### src/rtl/score_text_writer_if.sv
// -----------------------------------------------------------------------------
// score_text_writer_if
// Avalon-MM write-only master bus between the score text writer and the
// character-cell text display.
//   AVM_ADDR        : word address of the character cell
//   AVM_WRITE       : write request
//   AVM_CS          : chip select (mirrors AVM_WRITE)
//   AVM_BYTE_EN     : byte enables (all bytes)
//   AVM_WRITEDATA   : {24'b0, character code}
//   AVM_WAITREQUEST : slave stall; a write is taken on a rising edge with
//                     AVM_WRITE=1 and AVM_WAITREQUEST=0
// -----------------------------------------------------------------------------
interface score_text_writer_if;
  logic [11:0] AVM_ADDR;
  logic        AVM_WRITE;
  logic        AVM_CS;
  logic [3:0]  AVM_BYTE_EN;
  logic [31:0] AVM_WRITEDATA;
  logic        AVM_WAITREQUEST;

  modport master (
    output AVM_ADDR,
    output AVM_WRITE,
    output AVM_CS,
    output AVM_BYTE_EN,
    output AVM_WRITEDATA,
    input  AVM_WAITREQUEST
  );

  modport slave (
    input  AVM_ADDR,
    input  AVM_WRITE,
    input  AVM_CS,
    input  AVM_BYTE_EN,
    input  AVM_WRITEDATA,
    output AVM_WAITREQUEST
  );
endinterface

### src/rtl/score_text_writer.sv
// -----------------------------------------------------------------------------
// score_text_writer
// Renders one player's score, level and line count as right-justified decimal
// text into a character-cell display over an Avalon-MM master.
// Each field is converted to BCD with a shift-add-3 engine (20 cycles), then
// written as 12 character cells (columns 0..11, units digit at column 11,
// leading zeros and columns 0..4 blank).
//
// Ports:
//   CLK     : clock (also the display's Avalon clock)
//   RESET   : asynchronous active-low reset
//   start   : one-cycle refresh request, honoured only when idle
//   player  : 0 = player 1, 1 = player 2 (sampled with start)
//   score   : 20-bit score (sampled with start)
//   level   : 8-bit level (sampled with start)
//   lines   : 16-bit cleared-line count (sampled with start)
//   busy    : refresh in progress (CONVERT/WRITE)
//   done    : one-cycle pulse when the refresh completes
//   avm     : Avalon-MM master bus (score_text_writer_if.master)
// -----------------------------------------------------------------------------
module score_text_writer #(
  parameter int         BASE_ADDR     = 0,
  parameter int         PLAYER_STRIDE = 236,
  parameter logic [7:0] BLANK_CODE    = 8'h20,
  parameter logic [7:0] ZERO_CODE     = 8'h30
) (
  input  logic                       CLK,
  input  logic                       RESET,
  input  logic                       start,
  input  logic                       player,
  input  logic [19:0]                score,
  input  logic [7:0]                 level,
  input  logic [15:0]                lines,
  output logic                       busy,
  output logic                       done,
  score_text_writer_if.master        avm
);

  typedef enum logic [1:0] {
    S_IDLE    = 2'd0,
    S_CONVERT = 2'd1,
    S_WRITE   = 2'd2,
    S_DONE    = 2'd3
  } state_t;

  localparam int          NUM_DIGITS    = 7;
  localparam logic [4:0]  LAST_CONVERT  = 5'd19;
  localparam logic [4:0]  LAST_COLUMN   = 5'd11;
  localparam logic [4:0]  FIRST_DIGIT   = 5'd5;
  localparam logic [1:0]  LAST_FIELD    = 2'd2;
  localparam logic [31:0] FIELD_BASE    = 32'd200;
  localparam logic [31:0] FIELD_WIDTH   = 32'd12;

  state_t      r_state;
  state_t      w_state_next;

  logic        r_player;
  logic [7:0]  r_level;
  logic [15:0] r_lines;
  logic [1:0]  r_field;
  // Shared counter: conversion step in CONVERT, column in WRITE.
  logic [4:0]  r_cnt;
  logic [19:0] r_bin;
  logic [27:0] r_bcd;

  logic        w_write;
  logic        w_accept;
  logic [27:0] w_bcd_adj;
  logic [19:0] w_next_val;
  logic [6:0]  w_show;
  logic [3:0]  w_pos;
  logic [3:0]  w_digit;
  logic [7:0]  w_char;
  logic [31:0] w_addr_full;

  assign w_accept = w_write && !avm.AVM_WAITREQUEST;

  // ---------------------------------------------------------------------------
  // Shift-add-3: every digit >= 5 gets +3 before the whole {bcd,bin} pair
  // shifts left by one. The top digit's carry-out is never needed because a
  // 20-bit value fits in 7 decimal digits.
  // ---------------------------------------------------------------------------
  generate
    for (genvar gi = 0; gi < NUM_DIGITS; gi++) begin : g_dabble
      assign w_bcd_adj[gi*4 +: 4] = (r_bcd[gi*4 +: 4] >= 4'd5) ?
                                    (r_bcd[gi*4 +: 4] + 4'd3) :
                                    r_bcd[gi*4 +: 4];
      // A digit is printed when it or any more significant digit is nonzero.
      assign w_show[gi] = |r_bcd[27:gi*4];
    end
  endgenerate

  // Value loaded into the converter when the current field's writes finish.
  always_comb begin
    w_next_val = 20'd0;
    case (r_field)
      2'd0:    w_next_val = {12'd0, r_level};
      2'd1:    w_next_val = {4'd0, r_lines};
      default: w_next_val = 20'd0;
    endcase
  end

  // ---------------------------------------------------------------------------
  // Character for the current column. Column c shows decimal position 11-c;
  // columns 0..4 are always blank, position 0 (units) always prints.
  // ---------------------------------------------------------------------------
  always_comb begin
    w_pos   = 4'd11 - r_cnt[3:0];
    w_digit = 4'd0;
    for (int k = 0; k < NUM_DIGITS; k++) begin
      if (w_pos == 4'(k)) begin
        w_digit = r_bcd[k*4 +: 4];
      end
    end
    w_char = BLANK_CODE;
    if (r_cnt >= FIRST_DIGIT) begin
      if ((w_pos == 4'd0) || w_show[w_pos[2:0]]) begin
        w_char = ZERO_CODE + {4'd0, w_digit};
      end
    end
  end

  // Full-width address; only the low 12 bits reach the bus.
  always_comb begin
    w_addr_full = 32'(BASE_ADDR)
                + (r_player ? 32'(PLAYER_STRIDE) : 32'd0)
                + FIELD_BASE
                + FIELD_WIDTH * {30'd0, r_field}
                + {27'd0, r_cnt};
  end

  // ---------------------------------------------------------------------------
  // FSM: state register
  // ---------------------------------------------------------------------------
  always_ff @(posedge CLK or negedge RESET) begin
    if (!RESET) begin
      r_state <= S_IDLE;
    end else begin
      r_state <= w_state_next;
    end
  end

  // ---------------------------------------------------------------------------
  // FSM: next state and outputs
  // ---------------------------------------------------------------------------
  always_comb begin
    w_state_next = r_state;
    busy         = 1'b0;
    done         = 1'b0;
    w_write      = 1'b0;
    case (r_state)
      S_IDLE: begin
        if (start) begin
          w_state_next = S_CONVERT;
        end
      end
      S_CONVERT: begin
        busy = 1'b1;
        if (r_cnt == LAST_CONVERT) begin
          w_state_next = S_WRITE;
        end
      end
      S_WRITE: begin
        busy    = 1'b1;
        w_write = 1'b1;
        if (!avm.AVM_WAITREQUEST && (r_cnt == LAST_COLUMN)) begin
          w_state_next = (r_field == LAST_FIELD) ? S_DONE : S_CONVERT;
        end
      end
      S_DONE: begin
        done         = 1'b1;
        w_state_next = S_IDLE;
      end
      default: begin
        w_state_next = S_IDLE;
      end
    endcase
  end

  // ---------------------------------------------------------------------------
  // Datapath: request latch, converter and column counter
  // ---------------------------------------------------------------------------
  always_ff @(posedge CLK or negedge RESET) begin
    if (!RESET) begin
      r_player <= 1'b0;
      r_level  <= 8'd0;
      r_lines  <= 16'd0;
      r_field  <= 2'd0;
      r_cnt    <= 5'd0;
      r_bin    <= 20'd0;
      r_bcd    <= 28'd0;
    end else begin
      case (r_state)
        S_IDLE: begin
          if (start) begin
            r_player <= player;
            r_level  <= level;
            r_lines  <= lines;
            r_field  <= 2'd0;
            r_cnt    <= 5'd0;
            r_bin    <= score;
            r_bcd    <= 28'd0;
          end
        end
        S_CONVERT: begin
          r_bcd <= {w_bcd_adj[26:0], r_bin[19]};
          r_bin <= {r_bin[18:0], 1'b0};
          r_cnt <= (r_cnt == LAST_CONVERT) ? 5'd0 : (r_cnt + 5'd1);
        end
        S_WRITE: begin
          // Column only advances on an accepted beat, so a stall simply
          // holds address and data.
          if (w_accept) begin
            if (r_cnt == LAST_COLUMN) begin
              r_cnt <= 5'd0;
              if (r_field != LAST_FIELD) begin
                r_field <= r_field + 2'd1;
                r_bin   <= w_next_val;
                r_bcd   <= 28'd0;
              end
            end else begin
              r_cnt <= r_cnt + 5'd1;
            end
          end
        end
        default: begin
        end
      endcase
    end
  end

  // ---------------------------------------------------------------------------
  // Bus outputs: address/data are zero outside WRITE so reset clears them
  // immediately through the state register.
  // ---------------------------------------------------------------------------
  assign avm.AVM_WRITE     = w_write;
  assign avm.AVM_CS        = w_write;
  assign avm.AVM_BYTE_EN   = 4'b1111;
  assign avm.AVM_ADDR      = w_write ? w_addr_full[11:0] : 12'd0;
  assign avm.AVM_WRITEDATA = w_write ? {24'd0, w_char} : 32'd0;

endmodule
### src/flat_wrapper.sv
// flat-port wrapper written by rule: the top's interface ports become plain ports
module score_text_writer_flat 
#(
  parameter int         BASE_ADDR     = 0,
  parameter int         PLAYER_STRIDE = 236,
  parameter logic [7:0] BLANK_CODE    = 8'h20,
  parameter logic [7:0] ZERO_CODE     = 8'h30
)
  (CLK, RESET, start, player, score, level, lines, busy, done, avm_AVM_ADDR, avm_AVM_WRITE, avm_AVM_CS, avm_AVM_BYTE_EN, avm_AVM_WRITEDATA, avm_AVM_WAITREQUEST);
  score_text_writer_if avm_i ();
  input  logic CLK;
  input  logic RESET;
  input  logic start;
  input  logic player;
  input  logic [19:0] score;
  input  logic [7:0] level;
  input  logic [15:0] lines;
  output logic busy;
  output logic done;
  output wire logic [$bits(avm_i.AVM_ADDR)-1:0] avm_AVM_ADDR;
  output wire logic [$bits(avm_i.AVM_WRITE)-1:0] avm_AVM_WRITE;
  output wire logic [$bits(avm_i.AVM_CS)-1:0] avm_AVM_CS;
  output wire logic [$bits(avm_i.AVM_BYTE_EN)-1:0] avm_AVM_BYTE_EN;
  output wire logic [$bits(avm_i.AVM_WRITEDATA)-1:0] avm_AVM_WRITEDATA;
  input wire logic [$bits(avm_i.AVM_WAITREQUEST)-1:0] avm_AVM_WAITREQUEST;
  assign avm_AVM_ADDR = avm_i.AVM_ADDR;
  assign avm_AVM_WRITE = avm_i.AVM_WRITE;
  assign avm_AVM_CS = avm_i.AVM_CS;
  assign avm_AVM_BYTE_EN = avm_i.AVM_BYTE_EN;
  assign avm_AVM_WRITEDATA = avm_i.AVM_WRITEDATA;
  assign avm_i.AVM_WAITREQUEST = avm_AVM_WAITREQUEST;
  score_text_writer #(.BASE_ADDR(BASE_ADDR), .PLAYER_STRIDE(PLAYER_STRIDE), .BLANK_CODE(BLANK_CODE), .ZERO_CODE(ZERO_CODE)) u_core (.CLK(CLK), .RESET(RESET), .start(start), .player(player), .score(score), .level(level), .lines(lines), .busy(busy), .done(done), .avm(avm_i));
endmodule
### config.mk
export PLATFORM = sky130hd
export DESIGN_NAME = score_text_writer_flat
export DESIGN_NICKNAME = d
export VERILOG_FILES = /design/src/rtl/score_text_writer_if.sv /design/src/rtl/score_text_writer.sv /design/src/flat_wrapper.sv
export SDC_FILE = /design/constraint.sdc
export NUM_CORES = 1
export LEC_CHECK = 0
export ABC_AREA = 1
export BUFFER_PORTS_ARGS = -buffer_cell sky130_fd_sc_hd__buf_4
export CAP_MARGIN = 15
export CORE_MARGIN = 8
export CORE_UTILIZATION = 25
export DETAILED_ROUTE_END_ITERATION = 16
export SLEW_MARGIN = 10
export SYNTH_ARGS = -nofsm -noshare
export SYNTH_HDL_FRONTEND = slang
export SYNTH_SLANG_ARGS = --single-unit
### constraint.sdc
create_clock -name CLK -period 2.69 [get_ports CLK]
set_input_delay 0.269 -clock CLK [delete_from_list [all_inputs] [get_ports CLK]]
set_output_delay 0.269 -clock CLK [all_outputs]
set_load 0.005 [all_outputs]
# Word-level counts from Yosys, hierarchy flattened
# Cells that the tools add are included.
[op_classes]
mux = 50
magnitude_cmp = 9
eq_ne = 20
multipliers = 1
n_reduce_logical = 22
add_sub_neg = 14
[op_table]
columns = ["cell", "n"]
rows = [
  ["28-bit two-way mux", 4],
  ["28-bit case mux with 3 select lines", 1],
  ["20-bit two-way mux", 4],
  ["20-bit case mux with 3 select lines", 1],
  ["4-bit two-way mux", 13],
  ["8-bit two-way mux", 4],
  ["16-bit case mux with 2 select lines", 1],
  ["4-bit by 3-bit >= comparator with 1-bit output (second input constant)", 7],
  ["28-bit OR reduction", 1],
  ["4-bit by 2-bit adder with 4-bit output (second input constant)", 6],
  ["24-bit OR reduction", 1],
  ["5-bit two-way mux", 4],
  ["20-bit OR reduction", 1],
  ["2-bit two-way mux", 8],
  ["16-bit OR reduction", 1],
  ["5-bit case mux with 3 select lines", 1],
  ["12-bit by 5-bit adder with 12-bit output", 1],
  ["12-bit by 6-bit adder with 12-bit output", 1],
  ["12-bit by 8-bit adder with 12-bit output (second input constant)", 1],
  ["4-bit by 3-bit == test with 1-bit output (second input constant)", 3],
  ["12-bit two-way mux", 1],
  ["12-bit OR reduction", 1],
  ["2-bit by 1-bit != test with 1-bit output (second input constant)", 5],
  ["5-bit AND reduction", 2],
  ["other kinds (32)", 43],
]
[word_totals]
register_bits = 82
wordCells = 124
in_bits = 49
out_inout_bits = 52

# Longest topological paths before layout
# Gate-level depths: netlist (run 1).
[logic_depth]
word_depth = 13
ltp_mapped = 13
ltp_nobuf = 13

# Worst setup path after synthesis (run 1)
# No wires, ideal clock.
[synth_timing]
path_kind = "register to output"
start = "reg u_core.r_field[0]"
end = "out avm_AVM_ADDR[8]"
path_slack_ns = 0.114
path_buffers = 0
t_arrival_ns = 2.307
t_required_ns = 2.421
stages_incl_launch_ff = 12
path_cell_list = "dfrtp_1 > inv_1 > ha_1 > ha_1 > ha_1 > ha_1 > fa_1 > nand2_1 > inv_1 > nor2_1 > o21ai_0 > a31oi_1"
[synth_via]
elab_chain_cells = 4
[synth_lines]
columns = ["item", "line_no", "text"]
rows = [
  ["start, declared", "score_text_writer.sv:60", "logic [1:0] r_field;"],
  ["start signal, assigned", "score_text_writer.sv:217", "r_field <= r_field + 2'd1;"],
  ["2-bit by 2-bit multiplier with 4-bit output", "score_text_writer.sv:128", "+ FIELD_WIDTH * {30'd0, r_field}"],
  ["12-bit by 6-bit adder with 12-bit output", "score_text_writer.sv:128", ""],
  ["12-bit by 5-bit adder with 12-bit output", "score_text_writer.sv:129", "+ {27'd0, r_cnt};"],
  ["12-bit two-way mux", "score_text_writer.sv:239", "assign avm.AVM_ADDR = w_write ? w_addr_full[11:0] : 12'd0;"],
  ["end, declared", "flat_wrapper.sv:20", "output wire logic [$bits(avm_i.AVM_ADDR)-1:0] avm_AVM_ADDR;"],
]
# No other way between the ends.

# Worst setup path in the final report (run 1)
[layout_timing]
start = "reg u_core.r_field[1]"
end = "out avm_AVM_ADDR[8]"
# The elaborated chain is that of the path after synthesis.

==> impl_metrics.ini, run 1 <==
[min_path]
min_path_type = in -> reg

[grt]
overflow = 0
grt_first_pass_wirelength_um = 22900
grt_pass1_vias = 4686
antenna_found_initial = 0
grt_max_degree = 57
gr-usage-all-layers_pct = 9.96

[finish]
final_cells = 1044
nNetsFinal = 848
antennaDiodeCount = 0
area_growth_pct = 22.3
final_layout_size_suffix_gt1_share_pct = 24.9

[sta]
fin_crit_ns = 2.94
whs_ns = 0.145
worst_pin_slew_ns = 0.847
hold_viol = 0
slew_headroom_pct = 43.4
rsz0062_at_grt = true
drv_slew = 0
fin_crit_sh_pct = 109
skew_ns = 0.00954
setup_ws_ns = -0.254
setup_violations = 5
timing.fmax_mhz = 340

[placement]
port-buffer-count = 68
hpwl_um = 10000
gp_congestion = 0.808
dp_slack_ns = -0.0785
dp_cells = 1019

[logic_synthesis]
syn_area_um2 = 5690
yosys_most_used_dff = dfrtp_1
netlist_instances = 680
synth.avg_cell_area_um2 = 8.37
synth_seq_cells = 82
synth_edf_count = 0
yosys_warnings = 0
ys_seq_area_share_pct = 36.1
synth_cell_type_count = 42
ys_async_sr_fraction_pct = 100

[status]
status = complete, but fails checks
violations = setup timing

[cts]
clock_latency_ns = 0.35
cts_max_path_buffers = 2
htree_num_levels = 3
cts_tree = built
clkTransAtPathRegs_ns = 0.07
cts_buffers = 9
root_buffer = clkbuf_16
cts_sinks = 82

[setup_path]
rr_worst_depth = 11
worstSetupEndpointType = output port
arrival_ns = 2.67
reg2reg_slack_ns = 0.41
crit_required_ns = 2.42
critical_path_peak_fanout = 3
cp-startpoint = u_core.r_field[1]
startpoint_type = flip-flop
r2r_start = u_core.r_state[0]
crit_end = avm_AVM_ADDR[8]
critPathKind = reg -> out
r2r-end = u_core.r_bcd[11]

[flow_run]
max_cap_violations = 0

[route]
drt-pass1-iter-count = 5
viasPerCell = 4.46
drc_errors = 0
post_drt_wl_per_cell_um = 13.2
vias = 4655
drt-total-wl_um = 13800
drt_iter0_drc = 241
ant_nets = 0

[floorplan]
core_area_um2 = 22500
fp.dieH_um = 167
fp-row-count = 55
start_util_pct = 25.3
die_x_um = 167
die_area_um2 = 27800
ios = 101

[power]
p_per_area_nw_per_um2 = 885
finalPower_uw = 6150
ir_drop_mv = 0.477
p_leak_uw = 0.00313
[cell usage in the layout, fill, tap and decap left out, types with 16 or more instances in the layout]
cell,Yosys,final
nand2_1,128,127
ha_1,42,31
nand3_1,36,35
conb_1,2,32
inv_1,91,83
mux2_2,16,16
o22ai_2,20,20
o21ai_0,63,62
nor2_1,43,42
buf_4,34,81
a21oi_1,29,28
dfrtp_1,82,82
[flip-flops by register name, indices dropped and copies added, names as in the netlist]
signal,flops
u_core.r_bin,20
u_core.r_field,2
u_core.r_level,8
u_core.r_cnt,5
u_core.r_player,1
u_core.r_bcd,28
u_core.r_state,2
u_core.r_lines,16
[cell families (layout without fill, tap and decap cells)]
| family | count (synthesis) | after routing | share of synthesized area (%) |
|---|---|---|---|
| flip-flops | 82 | 82 | 36.1 |
| XOR/XNOR | 12 | 12 | 1.85 |
| other | 2 | 32 | 0.132 |
| AO/OA/AOI/OAI | 145 | 145 | 17.6 |
| buffers and inverters | 151 | 200 | 13.8 |
| adder cells (fa/ha/maj) | 45 | 45 | 10.3 |
| AND/OR/NAND/NOR | 227 | 227 | 17.1 |
| multiplexers | 16 | 16 | 3.17 |
[report_power, final]
part / internal, uW / total [uW] / switching (uW)
sequential: 1620 / 1820 / 192
combinational: 1180 / 2970 / 1790
clock: 822 / 1370 / 546
total: 3620 / 6150 / 2530
[worst max-delay path, cell delays in order (launching register included)]
cell     delay [ns]
dfrtp_1        0.39
inv_2          0.07
ha_4           0.27
inv_4          0.04
ha_4           0.21
fa_2           0.38
inv_2          0.08
ha_4           0.13
fa_2           0.20
nand2_2        0.05
inv_2          0.06
nor2_2         0.04
buf_4          0.12
a31oi_1        0.17
buf_4          0.14
[cell usage after synthesis, types with 6 or more instances]
library cell	count	area share, %
a21oi_1	29	2.6
nand2_1	128	8.4
o221ai_1	6	0.92
o22ai_2	20	4.4
o21ai_0	63	5.5
buf_6	8	1.6
o211ai_1	6	0.79
nor2_1	43	2.8
dfrtp_1	82	36
inv_1	91	6.0
nand3_1	36	3.2
a31oi_2	7	1.5
xor2_1	11	1.7
mux2_2	16	3.2
buf_4	34	4.5
ha_1	42	9.2
clkbuf_1	7	0.46
[final cells by class]
cell class              count  area (um^2)
clock buffers               9          225
well taps                 285          357
flip-flops and latches     82         2050
clock inverters             7          100
inverters                  96          378
multi-input cells         477         3130
repair buffers             88          712
fillers                  2350        15500
[worst min path at each step]
stage | depth (start not counted) | slack, ns | startpoint | end
finish | 2 | 0.15 | lines[5] | u_core.r_lines[5]
global route | 2 | 0.14 | lines[5] | u_core.r_lines[5]
global placement | 1 | 0.21 | RESET | u_core.r_lines[14]
detailed placement | 1 | 0.21 | RESET | u_core.r_lines[14]
CTS | 2 | 0.13 | lines[5] | u_core.r_lines[5]
floorplan | 0 | -0.03 | RESET | u_core.r_bcd[0]
[per-layer routing]
layer | vias to the layer above | GRT usage [%] | share of wire, %
met4 | 0 | 2.66 | 1.2
met5 | - | 0 | 0
met3 | 12 | 3.50 | 6.1
met1 | 2209 | 12.8 | 48
met2 | 120 | 15.6 | 45
li1 | 2314 | - | -
[through the flow]
step,instance area (um^2),TNS (ns),utilization [%]
detailed placement,6380,-0.0785,28.3
global placement,6380,0,28.3
finish,6960,-0.652,30.9
floorplan,5800,0,-
CTS,6860,-0.797,30.5
global route,6960,-1.10,30.9
[timing repair]
| action | 4_1_cts | 5_1_grt |
|---|---|---|
| pin swaps | 10 | 14 |
| setup endpoints to repair | 5 | 6 |
| buffers inserted | 6 | 2 |
| cloned | 0 | 0 |
| hold buffers | 1 | 0 |
| gates resized for setup | 24 | 13 |
| hold endpoints to repair | 26 | 0 |
Note: power is estimated with default switching activity, not from simulation.
==> run 2: changes to the inputs <==
--- a/config.mk
+++ b/config.mk
@@ -11,6 +11,7 @@
 export CORE_MARGIN = 8
 export CORE_UTILIZATION = 25
 export DETAILED_ROUTE_END_ITERATION = 16
+export PLACE_DENSITY = 0.52
 export SLEW_MARGIN = 10
 export SYNTH_ARGS = -nofsm -noshare
 export SYNTH_HDL_FRONTEND = slang
==> constraint.sdc (replaced) <==
create_clock -name CLK -period 2.6 [get_ports CLK]
set_input_delay 0.26 -clock CLK [delete_from_list [all_inputs] [get_ports CLK]]
set_output_delay 0.26 -clock CLK [all_outputs]
set_load 0.005 [all_outputs]
==> run 2 against run 1 <==
  * The run still ends with setup timing left
  * Via count is 0.84% lower
  * Wire length is 3.7% higher
  * Register-to-register slack better by 0.02 ns
  * Power is 3.1% higher
  * Sequential cell count stayed put
  * Critical path type unchanged
  * Largest power group unchanged
  * Highest routed layer unchanged
==> impl_metrics.ini, run 2 (synthesized netlist as in run 1, its figures left out) <==
[sta]
setup_violations = 5
setup_ws_ns = -0.344
skew_ns = 0.00744
slew_headroom_pct = 55.9
whs_ns = 0.144
rsz0062_at_grt = true
timing.fmax_mhz = 340
drv_slew = 0
fin_crit_ns = 2.94
worst_pin_slew_ns = 0.661
fin_crit_sh_pct = 113
hold_viol = 0

[status]
status = complete, but fails checks
violations = setup timing

[cts]
clock_latency_ns = 0.34
cts_tree = built
root_buffer = clkbuf_16
clkTransAtPathRegs_ns = 0.06
cts_sinks = 82
htree_num_levels = 3
cts_max_path_buffers = 2
cts_buffers = 9

[setup_path]
worstSetupEndpointType = output port
arrival_ns = 2.68
r2r_start = u_core.r_cnt[1]
reg2reg_slack_ns = 0.43
r2r-end = u_core.r_bcd[11]
rr_worst_depth = 7
crit_required_ns = 2.34
startpoint_type = flip-flop
critical_path_peak_fanout = 4
critPathKind = reg -> out

[finish]
area_growth_pct = 22.1
largest_register = u_core.r_bcd
nNetsFinal = 855
biggestRegsByFlops = u_core.r_bcd: 28 flops, u_core.r_bin: 20 flops, u_core.r_lines: 16 flops
layout_common_cells = 127 x nand2_1, 91 x buf_4, 84 x inv_1, 81 x dfrtp_1, 61 x o21ai_0
final_layout_size_suffix_gt1_share_pct = 25.5
antennaDiodeCount = 0
final_common_cell = nand2_1
largest_register_ffs = 28
fin_area_um2 = 6950
final_cells = 1050

[route]
vias = 4616
viasPerCell = 4.40
ant_nets = 0
drt-pass1-iter-count = 4
drt-total-wl_um = 14300
drt_iter0_drc = 211
post_drt_wl_per_cell_um = 13.6
drc_errors = 0

[flow_run]
max_cap_violations = 0

[power]
p_per_area_nw_per_um2 = 913
p_leak_uw = 0.00313
finalPower_uw = 6340
ir_drop_mv = 0.478

[placement]
dp_slack_ns = -0.141
hpwl_um = 10500
port-buffer-count = 68
gp_congestion = 0.759
dp_cells = 1027
place_area_um2 = 6410

[grt]
grt_max_degree = 43
grt_pass1_vias = 4736
overflow = 0
gr-usage-all-layers_pct = 10.5
grt_first_pass_wirelength_um = 24200
antenna_found_initial = 0

[floorplan]
fp-row-count = 55
die_x_um = 167
start_util_pct = 25.3
die_area_um2 = 27800
fp.dieH_um = 167
ios = 101
core_area_um2 = 22500

[min_path]
min_path_type = in -> reg
hold_depth = 2
hp-start = lines[6]
hold_end = u_core.r_lines[6]
run 2: cell types whose count changed in the layout (fill, tap and decap cells not counted), sizes merged:
cell,previous run,this run
buf,87,94
clkbuf,9,11
clkinv,4,2
clkinvlp,0,1
inv,97,95
run 2: worst max-delay path, cell delays in order, from the launching register on:
cell and delay, ns:
dfrtp_1 0.40, inv_2 0.07, ha_4 0.27, inv_4 0.03
ha_4 0.23, fa_2 0.38, inv_2 0.07, ha_4 0.14
buf_4 0.10, buf_6 0.07, nand3_1 0.08, and2_4 0.16
xor2_1 0.13, nor2_1 0.09, buf_4 0.12
run 2: area by class of cell:
cell class,instances,area (um^2)
multi-input cells,477,3110
clock buffers,11,243
well taps,285,357
clock inverters,4,76.3
fillers,2376,15600
flip-flops and latches,82,2050
inverters,96,375
repair buffers,95,736
run 2: where the power goes:
part           leakage (uW)  internal [uW]  switching [uW]
Clock              0.000152            864             523
Combinational       0.00194           1210            1860
Sequential          0.00104           1680             203
run 2: how the worst max path moves through the flow:
stage	start	endpoint	slack [ns]	cells after the start
final	u_core.r_field[1]	avm_AVM_ADDR[7]	-0.34	14
after global routing	u_core.r_field[1]	avm_AVM_ADDR[8]	-0.44	14
after global placement	u_core.r_field[1]	avm_AVM_ADDR[8]	-0.06	14
after CTS	u_core.r_field[1]	avm_AVM_ADDR[8]	-0.40	14
after floorplan	u_core.r_field[0]	avm_AVM_ADDR[8]	0.03	11
after detailed placement	u_core.r_field[1]	avm_AVM_ADDR[8]	-0.14	14
run 2: repair_timing:
action,CTS,global route
gates resized for setup,24,10
endpoints found under the hold margin,41,0
cloned,0,0
pin swaps,14,10
endpoints found under the setup margin,6,9
buffers inserted,4,3
hold buffers,1,0
run 2: metal layers:
metal | share of wire [%] | vias to the layer above | global-route usage [%]
met4 | 0.94 | 0 | 2.15
met5 | 0 | - | 0
met3 | 5.8 | 8 | 3.64
met1 | 49 | 2172 | 14.1
met2 | 44 | 107 | 16.2
li1 | - | 2329 | -
run 2: through the flow:
stage / util [%] / TNS (ns)
after detailed placement: 28.5 / -0.217
after global placement: 28.5 / -0.0621
after CTS: 30.6 / -1.12
after floorplan: - / 0
after global routing: 30.9 / -1.92
final: 30.9 / -1.49
